===== src/rtl/wb_arbiter.sv =====
// Write-back arbiter for the integer register file write port: pipeline results have
// priority, long-latency results queue in a FIFO that a starvation counter forces to drain.
module wb_arbiter #(
   parameter int ADDRESS_WIDTH = 5,
   parameter int DATA_WIDTH    = 32,
   parameter int FIFO_DEPTH    = 4,
   parameter int STARVE_LIMIT  = 4
) (
   input  logic                          clk,
   input  logic                          rst_n,
   input  logic                          pipe_valid_i,
   input  logic [ADDRESS_WIDTH-1:0]      pipe_rd_i,
   input  logic [DATA_WIDTH-1:0]         pipe_data_i,
   output logic                          pipe_stall_o,
   input  logic                          mc_valid_i,
   output logic                          mc_ready_o,
   input  logic [ADDRESS_WIDTH-1:0]      mc_rd_i,
   input  logic [DATA_WIDTH-1:0]         mc_data_i,
   output logic                          WE3_o,
   output logic [ADDRESS_WIDTH-1:0]      AD3_o,
   output logic [DATA_WIDTH-1:0]         WD3_o,
   output logic [(2**ADDRESS_WIDTH)-1:0] busy_o,
   output logic [$clog2(FIFO_DEPTH):0]   count_o
);

   localparam int PTR_W = $clog2(FIFO_DEPTH);
   localparam int CNT_W = PTR_W + 1;
   localparam int STV_W = $clog2(STARVE_LIMIT + 1);

   logic [ADDRESS_WIDTH-1:0] rd_mem_q   [FIFO_DEPTH];
   logic [DATA_WIDTH-1:0]    data_mem_q [FIFO_DEPTH];

   logic [PTR_W-1:0]         head_q, head_d, tail_q, tail_d;
   logic [CNT_W-1:0]         count_q, count_d;
   logic [STV_W-1:0]         starve_q, starve_d;
   logic                     we_q, we_d;
   logic [ADDRESS_WIDTH-1:0] ad_q, ad_d;
   logic [DATA_WIDTH-1:0]    wd_q, wd_d;

   logic full, fifo_nempty, stall, accept, push, pipe_take, pop;
   logic [PTR_W-1:0] busy_idx;

   always_comb begin
      full        = (count_q == CNT_W'(FIFO_DEPTH));
      fifo_nempty = (count_q != '0);
      stall       = (starve_q == STV_W'(STARVE_LIMIT));
      accept      = mc_valid_i && !full;
      // x0 results are acknowledged but never stored
      push        = accept && (mc_rd_i != '0);
      pipe_take   = pipe_valid_i && (pipe_rd_i != '0) && !stall;
      pop         = fifo_nempty && !pipe_take;

      head_d  = pop  ? head_q + PTR_W'(1) : head_q;
      tail_d  = push ? tail_q + PTR_W'(1) : tail_q;
      count_d = count_q + CNT_W'(push) - CNT_W'(pop);

      // counter is only nonzero while entries wait, so stall always implies a pop
      starve_d = (pop || !fifo_nempty) ? '0 : starve_q + STV_W'(1);

      we_d = 1'b0;
      ad_d = ad_q;
      wd_d = wd_q;
      if (pipe_take) begin
         we_d = 1'b1;
         ad_d = pipe_rd_i;
         wd_d = pipe_data_i;
      end else if (pop) begin
         we_d = 1'b1;
         ad_d = rd_mem_q[head_q];
         wd_d = data_mem_q[head_q];
      end
   end

   always_ff @(posedge clk) begin
      if (push) begin
         rd_mem_q[tail_q]   <= mc_rd_i;
         data_mem_q[tail_q] <= mc_data_i;
      end
   end

   always_ff @(posedge clk or negedge rst_n) begin
      if (!rst_n) begin
         head_q   <= '0;
         tail_q   <= '0;
         count_q  <= '0;
         starve_q <= '0;
         we_q     <= 1'b0;
         ad_q     <= '0;
         wd_q     <= '0;
      end else begin
         head_q   <= head_d;
         tail_q   <= tail_d;
         count_q  <= count_d;
         starve_q <= starve_d;
         we_q     <= we_d;
         ad_q     <= ad_d;
         wd_q     <= wd_d;
      end
   end

   always_comb begin
      busy_o   = '0;
      busy_idx = '0;
      for (int unsigned k = 0; k < FIFO_DEPTH; k++) begin
         busy_idx = head_q + PTR_W'(k);
         if (k < 32'(count_q)) busy_o[rd_mem_q[busy_idx]] = 1'b1;
      end
   end

   assign pipe_stall_o = stall;
   assign mc_ready_o   = rst_n && !full;
   assign WE3_o        = we_q;
   assign AD3_o        = ad_q;
   assign WD3_o        = wd_q;
   assign count_o      = count_q;

endmodule


===== config.mk =====
export PLATFORM = sky130hd
export DESIGN_NAME = wb_arbiter
export DESIGN_NICKNAME = d
export VERILOG_FILES = /design/src/rtl/wb_arbiter.sv
export SDC_FILE = /design/constraint.sdc
export NUM_CORES = 1
export LEC_CHECK = 0
export ABC_AREA = 0
export CAP_MARGIN = 20
export CORE_MARGIN = 2
export CORE_UTILIZATION = 59
export CTS_BUF_LIST = sky130_fd_sc_hd__clkbuf_4 sky130_fd_sc_hd__clkbuf_8
export DETAILED_ROUTE_END_ITERATION = 12
export HOLD_SLACK_MARGIN = 0.02
export PLACE_DENSITY = 0.88
export SLEW_MARGIN = 30
export SYNTH_ARGS = -nofsm -noshare
export SYNTH_HDL_FRONTEND = slang
export SYNTH_SLANG_ARGS = --single-unit

===== constraint.sdc =====
create_clock -name clk -period 4.24 [get_ports clk]
set_input_delay 0.848 -clock clk [delete_from_list [all_inputs] [get_ports clk]]
set_output_delay 0.848 -clock clk [all_outputs]
set_load 0.01 [all_outputs]

-- Word level (Yosys, flattened, before mapping)
Memories as Yosys holds them, arrays and structs flattened.
Index checks and enable logic that the tools add are counted.
- add/sub/neg operators: 7
- multiply operators: 0
- divide/modulo/power cells: 0
- magnitude comparators: 12
- eq/ne operators: 2
- shift operators: 0
- multiplexer cells: 21
- bitwise logic cells: 3
- reductions and logical operators: 19
- operators by type and width (cell ; count):
    $mux 32 ; 6
    $or 32x32->32 ; 3
    $lt 5x6->1 const B ; 4
    $demux 1 s5 ; 4
    $ge 5x1->1 const B ; 4
    $logic_and 1x1->1 ; 10
    $mux 5 ; 2
    $reduce_bool 5->1 ; 2
    $mux 1 ; 8
    $eq 3x3->1 const B ; 2
    $lt 1x3->1 const A ; 2
    $lt 2x3->1 const A ; 2
    $add 2x1->2 const B ; 2
    $add 2x2->2 const B ; 2
    $logic_not 1->1 ; 4
    $add 3x1->3 ; 1
    $add 3x1->3 const B ; 1
    $mux 3 ; 1
    $reduce_bool 3->1 ; 1
    $sub 3x1->3 ; 1
    $reduce_bool 2->1 ; 1
    $logic_or 1x1->1 ; 1
- register bits: 48
- bits in latches: 0
- memory bits (writable): 148
- ROM bits: 0
- bits of input ports: 78
- output and inout bits: 75
- logic and storage cells: 73
- memories: 2
- memory list (memory ; depth ; bits a word ; rd ports ; clocked after Yosys merged registers in ; write ports ; line ; RTL):
    data_mem_q ; 4 ; 32 ; 1 ; 0 ; 1 ; 31 ; logic [DATA_WIDTH-1:0] data_mem_q [FIFO_DEPTH];
    rd_mem_q ; 4 ; 5 ; 4 ; 0 ; 1 ; 30 ; logic [ADDRESS_WIDTH-1:0] rd_mem_q [FIFO_DEPTH];

-- Depth between registers and ports, before layout
An unclocked memory read counts as a cell.
- word-level depth: 12
- gate-level depth with buffers: 11
- gate-level depth less buffers: 11

-- Least setup slack after synthesis
OpenSTA, ideal clock, no wires.
- kind: input port to flip-flop
- from: in pipe_rd_i[1]
- to: reg count_q[2], in the netlist count_o[2]
- setup time: 0.122 ns
- arrival: 2.763 ns
- data required time: 4.118 ns
- slack: 1.355 ns
- stages: 9
- path buffers: 0
- path through: or4_1 o21ai_1 and2_1 ha_1 inv_1 ha_1 inv_1 fa_1 xor2_1
- longest elaborated chain between the ends: 6
- ends and longest elaborated chain (item ; line ; RTL):
    start: declaration ; 12 ; input logic [ADDRESS_WIDTH-1:0] pipe_rd_i,
    $reduce_bool 5->1 ; 50 ; pipe_take = pipe_valid_i && (pipe_rd_i != '0) && !stall;
    $logic_and 1x1->1 (2 in a row) ; 50 ;
    $logic_not 1->1 ; 51 ; pop = fifo_nempty && !pipe_take;
    $logic_and 1x1->1 ; 51 ;
    named net pop ; 40 ; logic full, fifo_nempty, stall, accept, push, pipe_take, pop;
    $sub 3x1->3 ; 55 ; count_d = count_q + CNT_W'(push) - CNT_W'(pop);
    named net count_d[2] ; 34 ; logic [CNT_W-1:0] count_q, count_d;
    end signal: assignment ; 93 ; count_q <= count_d;
    end: declaration ; 34 ;
The timed path passes the listed nets, and every way through them passes these cells.
A chain may end at the register's enable or synchronous reset.

-- Worst setup path after layout
- from: reg head_q[0]
- to: out busy_o[2]
- longest elaborated chain between the ends: 12
- elaborated cells on any way between the ends: 31
- those cells by class: add/sub (3); order compare (8); mux (12); bitwise (3); reduce/logical (4); memory (1)
- ends and longest elaborated chain (item ; line ; RTL):
    start: declaration ; 33 ; logic [PTR_W-1:0] head_q, head_d, tail_q, tail_d;
    start signal: assignment ; 83 ; head_q <= '0;
    start signal: assignment ; 91 ; head_q <= head_d;
    $add 2x1->2 / $mem_v2 4x5 (equally long branches) ; - ;
    $mem_v2 4x5 * ; - ;
    $lt 5x6->1 (implied by the code), or another cell as far along ; 106 ; if (k < 32'(count_q)) busy_o[rd_mem_q[busy_idx]] = 1'b1;
    $logic_and 1x1->1 (implied by the code) / $mux 1 (equally long branches) ; 106 ;
    $mux 1 (implied by the code) / $demux 1 s5 (equally long branches) ; 106 ;
    $demux 1 s5 / $mux 32 (equally long branches) ; 106 ;
    $or 32x32->32 (no line) ; - ;
    $mux 32 ; 106 ;
    $or 32x32->32 (no line) ; - ;
    $mux 32 ; 106 ;
    $or 32x32->32 (no line) ; - ;
    $mux 32 * ; 106 ;
    end: declaration ; 22 ; output logic [(2**ADDRESS_WIDTH)-1:0] busy_o,
Every way passes the cells marked *; elsewhere a longest branch is shown, timed or not.

==> results.md <==
- Status: complete, no violations
- Worst min-delay path endpoint: starve_q[0]$_DFF_PN0_
- Layout Nets: 838
- Area growth, synth to finish: 22.8%
- Final setup vio count: 0
- CTS H-tree lvls: 4
- I/O pin count: 153
- Crit path time final: 4.14 ns
- Placement row count: 44
- Multi-input logic area: 3090 µm²
- Net Count, Synth: 698
- Sink Count: 196
- CP max-delay cell: mux4_2
- Top cells by count, synth: 148 x edfxtp_1, 80 x nand2_1, 52 x mux4_2, 52 x nor2_1, 48 x dfrtp_1
- Post-CTS Resized: 0
- Initial Util: 0.610
- R2R cell count: 10
- Clock skew: 0.0135 ns
- Mapped Avg Cell Area: 14.7 µm²
- Synth top area cells: edfxtp_1 50%, dfrtp_1 13%, mux4_2 13%
- GP Congestion: 0.896
- First-pass GRT wire length: 34.6 mm
- Post-synth EDFFs: 148
- WL final: 22.1 mm
- Post-synth top area cell: edfxtp_1
- # diodes: 0
- YS warnings: 0
- Worst-Margin Slew: 0.881 ns
- Slew Limit Headroom: 0.410
- Iteration-0 DRC Markers: 678
- Max Root-Sink Buffers: 2
- Final worst-path cycle share: 0.976
- Flip-flop and latch area: 5650 µm²
- Total grt overflow: 0
- Number of synthesized register bits: 196
- Via count: 6,150
- Ys flop type: edfxtp_1
- Hold Startpoint: starve_q[0]$_DFF_PN0_
- Static Leak: 0.00382 µW
- Crit path max fanout: 15
- Layout cells sized above 1: 0.140
- Root Driver: clkbuf_8
- Synth async-reset ratio: 0.245
- Yosys top cell area share: 0.498
- IO Port Bufs: 152
- DPL Wire Length: 15.2 mm
- Crit Path Class: reg -> out
- Mapped cell area: 8930 µm²
- Startpoint Class: register
- Design Area, Final: 11,000 µm²
- Initial antenna violation count: 0
- Clock transition at path regs: 0.10 ns
- Reg2reg start: count_o[2]$_DFF_PN0_
- Postcts setup bufs: 0
- Largest stage delay, worst path: 0.63 ns
- Clk Latency, worst-skew pair: 0.47 ns
- HP Class: reg -> reg
- RSZ-0062 raised after global routing: false
- Synth unique cells: 40
- Layout fillers: 853
- Flop2flop setup slack: 1.72 ns
- Die area: 16,100 µm²
- Power density cells: 713 nW/µm²
- Largest net degree at the start of global routing: 78
- Crit-path cells: buf_4 -> mux4_2 -> nor2b_1 -> a221o_1 -> clkdlybuf4s50_1
- Setup TNS Final: 0 ns
- DRC: 0
- Final Slew Violations: 0
- Critical Path Sink Type: output port
- Placed Area: 10,600 µm²
- Die H: 127 µm
- Gate Count Post-Synth: 609
- Worst VDD drop: 0.000453 V
- Hold_buf cts: 0
- WHS Path Cells: 1
- Final ANT Viol Nets: 0
- Max Cap Viol: 0
- Seq/Total Area, Yosys: 0.632
- Routed WL per cell: 23.3 µm
- Final Hold Fails: 0
- FF-to-FF End: count_o[2]$_DFF_PN0_
- CTS tree: built
- Die X: 127 µm
- Critical Path AT: 3.29 ns
- Req. time, crit path: 3.39 ns
- F_max: 0.242 GHz
- Drt pass-1 iters: 6
- Vias in the first global route: 6,199
- Placeable Area: 14,600 µm²
- CTS buffer count: 17
- Via density: 6.50
- Most frequent cell after synthesis: edfxtp_1
- Gr usage total: 0.284
per-layer routing:
layer	vias up	global-route usage	routed length, µm
met2	349	0.477	11300
li1	2678	-	-
met4	0	0.0924	586
met5	-	0	0
met3	49	0.0670	1700
met1	3074	0.372	8520
report_power, final:
group | internal, µW | switching, µW
combinational | 1790 | 2050
clock | 447 | 671
sequential | 2590 | 275
total | 4820 | 2990
layout make-up:
class,count,share of cell area
flip-flops and latches,196,0.516
well taps,184,0.0210
inverters,10,0.00343
clock inverters,13,0.0107
repair buffers,160,0.144
clock buffers,19,0.0233
multi-input cells,364,0.282
worst max-delay path by stage:
stage / slack (ns) / startpoint / to
global route: 0.006 / head_q[0]$_DFFE_PN0P_ / busy_o[2]
global placement: 0.66 / head_q[0]$_DFFE_PN0P_ / busy_o[20]
CTS: 0.13 / head_q[0]$_DFFE_PN0P_ / busy_o[20]
finish: 0.10 / head_q[0]$_DFFE_PN0P_ / busy_o[2]
floorplan: 1.36 / pipe_rd_i[1] / count_o[2]$_DFF_PN0_
detailed placement: 0.64 / head_q[0]$_DFFE_PN0P_ / busy_o[20]
metrics by stage:
step	total power, µW	utilization	cells	setup WS, ns	hold slack [ns]
finish	7810	0.748	946	0.101	0.484
global route	8220	0.748	946	0.00553	0.494
CTS	7780	0.747	946	0.128	0.481
detailed placement	6680	0.722	914	0.642	0.467
global placement	6550	0.722	914	0.656	0.454
floorplan	5200	-	609	1.36	0.443
cells in the final DEF (no fill, tap or decap), types with 3 or more instances in the layout:
cell	instances
clkdlybuf4s50_1	151
edfxtp_1	148
nand2_1	80
mux4_2	52
nor2_1	50
dfrtp_1	46
a31oi_1	35
o22ai_1	32
a221o_1	31
clkbuf_8	18
inv_1	10
ha_1	10
buf_4	8
nand2b_1	7
nand3b_1	7
and2_1	6
or3b_1	6
or3_1	5
nor2b_1	5
nand3_1	4
and2_4	4
clkinv_4	4
or4_1	3
xnor2_1	3
inv_6	3
registers in the layout, summed over array words and instances, names as in the netlist:
name,count
tail_q,2
data_mem_q,128
WD3_o,32
AD3_o,5
count_o,3
rd_mem_q,20
head_q,2
WE3_o,1
starve_q,3
logic make-up after synthesis:
kind of cell / synth area share
AOI/OAI and AO/OA: 0.0872
xor gates and xnor gates: 0.00491
adders and majority gates: 0.0163
buffers and inverters: 0.0252
DFF: 0.632
muxes: 0.132
and+or+nand+nor: 0.101
critical path: cells and delay by family (launching register included):
kind | cells | cell delay [ns]
buffers and inverters | 2 | 0.84
DFF | 1 | 0.49
AOI/OAI and AO/OA | 1 | 0.27
muxes | 1 | 0.63
and+or+nand+nor | 1 | 0.60
(Power assumes the default switching activity.)
